<file path="src/rtl/seq_voting.sv">
// Sequential plurality vote counter: collects one vote per voter, then scans the
// candidate tallies one per cycle and reports the winner, its tally and a tie flag.
module seq_voting #(
    parameter int N = 2,
    parameter int M = 2
) (
    input  logic         clk,
    input  logic         rst_n,
    input  logic         vote_valid,
    output logic         vote_ready,
    input  logic [N-1:0] vote,
    input  logic [M-1:0] voter_id,
    input  logic         close,
    input  logic         start,
    output logic         rejected,
    output logic         done,
    output logic [N-1:0] winner,
    output logic [M:0]   winner_count,
    output logic         tie
);

    localparam int           NUM_CAND = 2 ** N;
    localparam logic [N-1:0] LAST_IDX = N'(NUM_CAND - 1);

    typedef enum logic [1:0] {
        COLLECT,
        RESOLVE,
        DONE
    } state_t;

    state_t         r_state;
    logic [N-1:0]   r_idx;
    logic [M:0]     r_tally [NUM_CAND];
    logic [2**M-1:0] r_voted;
    logic           r_rejected;
    logic           r_done;
    logic [N-1:0]   r_winner;
    logic [M:0]     r_best;
    logic           r_tie;

    logic           w_ready;
    logic           w_accept;
    logic           w_dup;
    logic [M:0]     w_cur;

    assign w_ready  = (r_state == COLLECT);
    assign w_accept = vote_valid && w_ready && !r_voted[voter_id];
    assign w_dup    = vote_valid && w_ready &&  r_voted[voter_id];
    assign w_cur    = r_tally[r_idx];

    // NOTE: all state uses non-blocking assignments so every register samples
    // pre-edge values; mixing in blocking writes here would create ordering races.
    always_ff @(posedge clk) begin
        if (!rst_n) begin
            r_state    <= COLLECT;
            r_idx      <= '0;
            // NOTE: the tally array is a handful of flops, not a RAM, so clearing
            // it in reset is legal and required for a clean election.
            for (int i = 0; i < NUM_CAND; i++) r_tally[i] <= '0;
            r_voted    <= '0;
            r_rejected <= 1'b0;
            r_done     <= 1'b0;
            r_winner   <= '0;
            r_best     <= '0;
            r_tie      <= 1'b0;
        end else if (start) begin
            // Result outputs deliberately hold their last values across a restart.
            r_state    <= COLLECT;
            r_idx      <= '0;
            for (int i = 0; i < NUM_CAND; i++) r_tally[i] <= '0;
            r_voted    <= '0;
            r_rejected <= 1'b0;
            r_done     <= 1'b0;
        end else begin
            r_rejected <= 1'b0;
            case (r_state)
                COLLECT: begin
                    if (w_accept) begin
                        r_tally[vote]     <= r_tally[vote] + (M+1)'(1);
                        r_voted[voter_id] <= 1'b1;
                    end
                    r_rejected <= w_dup;
                    if (close) begin
                        r_state <= RESOLVE;
                        r_idx   <= '0;
                    end
                end
                RESOLVE: begin
                    // Strictly-greater update keeps the lowest index on ties.
                    if (r_idx == '0) begin
                        r_best   <= w_cur;
                        r_winner <= '0;
                        r_tie    <= 1'b0;
                    end else if (w_cur > r_best) begin
                        r_best   <= w_cur;
                        r_winner <= r_idx;
                        r_tie    <= 1'b0;
                    end else if (w_cur == r_best) begin
                        r_tie    <= 1'b1;
                    end
                    if (r_idx == LAST_IDX) r_state <= DONE;
                    else                   r_idx   <= r_idx + N'(1);
                end
                DONE: begin
                    r_done <= 1'b1;
                end
                default: begin
                    r_state <= COLLECT;
                end
            endcase
        end
    end

    assign vote_ready   = w_ready;
    assign rejected     = r_rejected;
    assign done         = r_done;
    assign winner       = r_winner;
    assign winner_count = r_best;
    assign tie          = r_tie;

endmodule

</file>
<file path="config.mk">
export PLATFORM = sky130hd
export DESIGN_NAME = seq_voting
export DESIGN_NICKNAME = d
export VERILOG_FILES = /design/src/rtl/seq_voting.sv
export SDC_FILE = /design/constraint.sdc
export NUM_CORES = 1
export LEC_CHECK = 0
export BUFFER_PORTS_ARGS = -buffer_cell sky130_fd_sc_hd__buf_2
export CAP_MARGIN = 20
export CORE_MARGIN = 1.5
export CORE_UTILIZATION = 35
export DETAILED_ROUTE_END_ITERATION = 12
export PLACE_DENSITY_LB_ADDON = 0.12
export REMOVE_ABC_BUFFERS = 1
export SYNTH_ARGS = -nofsm -noshare
export SYNTH_HDL_FRONTEND = slang
export SYNTH_SLANG_ARGS = --single-unit
</file>
<file path="constraint.sdc">
create_clock -name clk -period 3.06 [get_ports clk]
set_clock_uncertainty 0.1 [all_clocks]
set_input_delay 0.306 -clock clk [delete_from_list [all_inputs] [get_ports clk]]
set_output_delay 0.306 -clock clk [all_outputs]
set_load 0.01 [all_outputs]
</file>
==> run summary, run 1 <==
Tmin final - 2440 ps
met1 Usage GRT - 17.6%
Post-synth EDFFs - 12
ANT nets after route - 0
hpwl dp - 2270 um
post-CTS sizing - 0
Final period util - 79.6%
Placement Cell Area - 1600 um^2
worst rel slew slack - 71.8%
CP arrival - 2540 ps
Leakage Power - 0.000636 uW
CTS tree - yes
RSZ-0062 raised after global routing - no
H-tree lvl count - 2
Fmax achieved - 411 MHz
Primary FF master, synth - dfxtp_1
Yosys reg bits - 30
status - complete, no violations
Layout Nets - 170
worst path bufs/invs - 0
Final Hold Viols - 0
crit-path max FO - 7
Netlist cell types - 38
Slew Limit Fails - 0
Slowest-stage cell, CP - mux4_2
met2 Use GR - 23.8%
met3 usage - 5.00%
min-delay worst type - in -> reg
# Post-CTS Setup Buffers - 0
Final setup viols - 0
GR peak layer - met2
RD Place Congestion - 0.777
proportion of layout cells with a drive suffix above 1 - 21.8%
CTS Buf Count - 5
Top Family by Delay on Critical Path - simple AND/OR/NAND/NOR gates
cell row count - 23
pin count of the biggest net entering global routing - 11
final instance area - 1680 um^2
total negative slack - 0 ps
Seq/Total Area, Yosys - 49.4%
DR vias/cell - 5.29
Worst Max-Slew Pin Slew - 421 ps
WL/cell - 14.0 um
cts hold-fix bufs - 0
CP startpoint kind - flip-flop
DRC violations left - 0
Die Wd - 67.6 um
mapped cell area - 1460 um^2
FFs w/ async S/R, synth - 0%
vias in the first global route - 1076
WP data required - 3160 ps
clk slew on worst S/H paths - 70 ps
die area - 4570 um^2
Global Route Usage Sum - 14.4%
root buffer cell - clkbuf_8
synth warn - 0
GR Overflow Total - 0
pwr dens - 481 nW/um^2
Post-Syn Area per Cell - 11.0 um^2
# port buffers - 17
clk_lat worst skew - 280 ps
core box area - 4000 um^2
I/O pins - 18
Max Cap Violations - 0
TritonRoute pass-1 iters - 4
Syn Inst Count - 133
Detailed Route Iter0 Violations - 64
first-pass GRT wire length - 4780 um
endpoint class of the critical path - flip-flop
CP Class - reg -> reg
Die Y - 67.6 um
CP max stage delay - 540 ps
starting density of the core - 36.5%
VDD IR max - 0.291 mV
worst path cell trace - mux4_2, ha_1, and3_2, a211o_1, or3_1, a21boi_1
initial antenna violation count - 0
vias - 1089
clk buf depth - 2
Routed WL - 2880 um
# clock sinks - 30
P&R area growth vs syn - 14.8%
ant diodes - 0
[cell families (layout without fill, tap and decap cells)]
group	after synthesis	count (layout)	synth area share, %
compound gates	24	24	11.2
xor+xnor	1	1	0.600
fa+ha+maj	6	6	5.14
buf+inv	12	35	3.68
flops	30	30	49.4
mux	7	7	10.8
simple gates	53	53	19.2
[worst register-to-register path, delay by kind of cell, from the launching register on]
kind            cells  cell delay [ps]
simple gates        2              560
compound gates      2              450
mux                 1              540
fa+ha+maj           1              320
flops               1              410
[metrics by stage]
step	util, %	setup WS, ps	total power (uW)	hold slack (ps)	instances
global placement	39.9	718	513	337	198
CTS	41.9	613	815	165	206
finish	41.9	625	806	170	206
global route	41.9	475	840	182	206
detailed placement	39.9	624	516	345	198
floorplan	-	769	487	306	130
[cells in the mapped netlist (3+ instances only)]
| cell | instances | share of area [%] |
|---|---|---|
| dfxtp_1 | 18 | 25 |
| nor2_1 | 17 | 4.4 |
| edfxtp_1 | 12 | 25 |
| nand2_1 | 11 | 2.8 |
| inv_1 | 9 | 2.3 |
| mux4_2 | 7 | 11 |
| a21oi_1 | 6 | 2.1 |
| ha_1 | 6 | 5.1 |
| nand3_1 | 6 | 2.1 |
| a21boi_0 | 3 | 1.5 |
| o21ai_0 | 3 | 1.0 |
[cells in the final DEF, fill, tap and decap left out, drive strengths merged, types with 2 or more instances in the layout]
master / Yosys / final
a21boi: 5 / 5
a21oi: 6 / 6
and2: 2 / 2
and3: 2 / 2
buf: 2 / 18
clkbuf: 1 / 6
clkinv: 0 / 2
dfxtp: 18 / 18
edfxtp: 12 / 12
ha: 6 / 6
inv: 9 / 9
mux4: 7 / 7
nand2: 11 / 11
nand3: 6 / 6
nand3b: 2 / 2
nor2: 17 / 17
nor3: 2 / 2
o21ai: 3 / 3
o31ai: 2 / 2
o41ai: 2 / 2
or3: 2 / 2
or4b: 2 / 2
[worst paths after layout]
path	from	to	slack [ps]	cells past startpoint
hold / removal	voter_id[0]	r_voted[2]	170	2
setup reg to reg	flip-flop	winner[1]	620	6
setup / recovery	flip-flop	winner[1]	620	6
hold reg to reg	done	done	350	2
[state kept, by name (all words and copies together) (netlist names), 2 cells and up, named ones only]
name	count
r_idx	2
r_tally	12
r_state	2
winner	2
r_voted	4
winner_count	3
[cell type report]
type / instances / area (um^2)
fillers: 387 / 2320
flip-flops and latches: 30 / 721
multi-input cells: 91 / 686
repair buffers: 18 / 92.6
clock buffers: 6 / 72.6
well taps: 50 / 62.6
inverters: 9 / 33.8
clock inverters: 2 / 8.76
[power breakdown]
group	switching, uW	leakage (uW)	internal, uW
combinational	38.7	0.000314	30.9
clock	144	0.0000426	156
sequential	9.20	0.000279	427
total	192	0.000636	614
[metal layers]
metal,wire [um],up-vias
met5,0,-
met4,29,0
met3,115,4
met2,1430,27
met1,1300,523
li1,-,535
(Power assumes the default switching activity.)
==> inputs of run 2 (changes only) <==
- clock period: 3.06 -> 2 ns (I/O delays scaled with it)
==> run 2 against run 1 <==
The run now ends with negative setup slack left; non-clock buffer count rose by 15; wire length rose by 3.6%; power rose by 55%; sequential power rose by 53%; first-iteration DRC count fell by 17%; final cell count rose by 7.3%; final area rose by 8.7%; clock-buffer cell count rose by 2; register-to-register slack got worse by 860 ps; critical path depth did not move; utilization rose by 3.7 points; highest routed layer unchanged.
==> run summary, run 2 (same netlist as run 1, synthesis figures left out) <==
status - finished with violations
failing checks - negative setup slack
Worst setup startpoint - r_tally[1][1]
vias in the first global route - 1146
commonest cells after routing, fill and taps aside - 17 x nor2_1, 17 x dfxtp_1, 17 x buf_2
post-route total power - 1250 uW
clk buf depth - 2
Die Wd - 67.6 um
WL/cell - 13.5 um
setup ws final - -234 ps
Final period util - 112%
Tmin final - 2230 ps
clk_lat worst skew - 270 ps
final instance area - 1820 um^2
Worst Hold End - r_voted[1]
# clock sinks - 30
CP Class - reg -> reg
final hold slack - 70.3 ps
P&R area growth vs syn - 24.9%
H-tree lvl count - 2
worst hold stages - 2
GR Overflow Total - 0
Slew Limit Fails - 0
RD Place Congestion - 0.816
core box area - 4000 um^2
WP data required - 2100 ps
reg2reg start - r_tally[1][1]
I/O pins - 18
RSZ-0062 raised after global routing - yes
Detailed Route Iter0 Violations - 53
DR vias/cell - 5.06
Worst R2R End - winner[1]
VDD IR max - 0.469 mV
Final setup viols - 10
proportion of layout cells with a drive suffix above 1 - 32.7%
Worst Max-Slew Pin Slew - 425 ps
ANT nets after route - 0
TritonRoute pass-1 iters - 4
CTS Buf Count - 5
HP Start - voter_id[1]
Routed WL - 2980 um
cts hold-fix bufs - 0
R2R depth - 6
Final Core Density - 45.6%
Final Hold Viols - 0
initial antenna violation count - 0
min-delay worst type - in -> reg
ant diodes - 0
Layout Nets - 185
CP arrival - 2340 ps
worst rel slew slack - 71.6%
max reg flops - 12
die area - 4570 um^2
R2R Setup Slk - -230 ps
crit-path max FO - 3
endpoint class of the critical path - flip-flop
clk slew on worst S/H paths - 60 ps
vias - 1118
pin count of the biggest net entering global routing - 10
pwr dens - 688 nW/um^2
total negative slack - -1120 ps
Leakage Power - 0.000708 uW
Placement Cell Area - 1690 um^2
hpwl dp - 2310 um
CP startpoint kind - flip-flop
# port buffers - 17
cell row count - 23
Fmax achieved - 448 MHz
starting density of the core - 36.5%
Die Y - 67.6 um
DRC violations left - 0
Global Route Usage Sum - 15.8%
Max Cap Violations - 0
Top reg by flops - r_tally
root buffer cell - clkbuf_8
CTS tree - yes
first-pass GRT wire length - 5140 um
## run 2: cell count changes in the layout (fill, tap and decap cells not counted), sizes merged
cell / before / now
clkinv: 2 / 0
clkbuf: 6 / 8
buf: 18 / 33
## run 2: layout make-up
type,instances,area [um^2]
Sequential cell,30,724
Timing Repair Buffer,33,205
Multi-Input combinational cell,91,717
Tap cell,50,62.6
Clock buffer,8,80.1
Fill cell,406,2180
Inverter,9,33.8
## run 2: metal layers
layer / GRT usage, % / vias up / routed length, um
met5: 0 / - / 0
met4: 6.38 / 0 / 23
met3: 5.67 / 2 / 95
li1: - / 563 / -
met1: 19.3 / 533 / 1410
met2: 25.2 / 20 / 1450
## run 2: worst max path at each step
stage / to / slack [ps] / depth (start not counted)
global route: winner[0] / -300 / 6
global placement: winner[0] / -280 / 6
finish: winner[1] / -230 / 6
floorplan: winner[0] / -290 / 6
CTS: winner[1] / -240 / 6
detailed placement: winner[1] / -370 / 6
## run 2: metrics by stage
stage | setup slack (ps) | instances
2_1_floorplan | -291 | 130
5_1_grt | -304 | 221
6_report | -234 | 221
3_3_place_gp | -275 | 210
4_1_cts | -244 | 220
3_5_place_dp | -366 | 210
## run 2: report_power, final
part           internal, uW  switching (uW)  total [uW]
Combinational          67.1            67.4         135
Clock                   247             207         454
Sequential              653            12.6         665
Total                   967             288        1250
## run 2: worst max-delay path, stage by stage (launching register included)
cell and delay (ps):
edfxtp_1 420, mux4_2 480, ha_1 320, and3_4 170
a211o_1 240, or3_1 310, a21boi_1 130
## run 2: timing repair
| item | CTS | global route |
|---|---|---|
| gates resized for setup | 7 | 3 |
| setup endpoints to repair | 6 | 9 |
| hold endpoints to repair | 0 | 0 |
| pin swaps | 3 | 0 |
| buffers inserted | 2 | 1 |
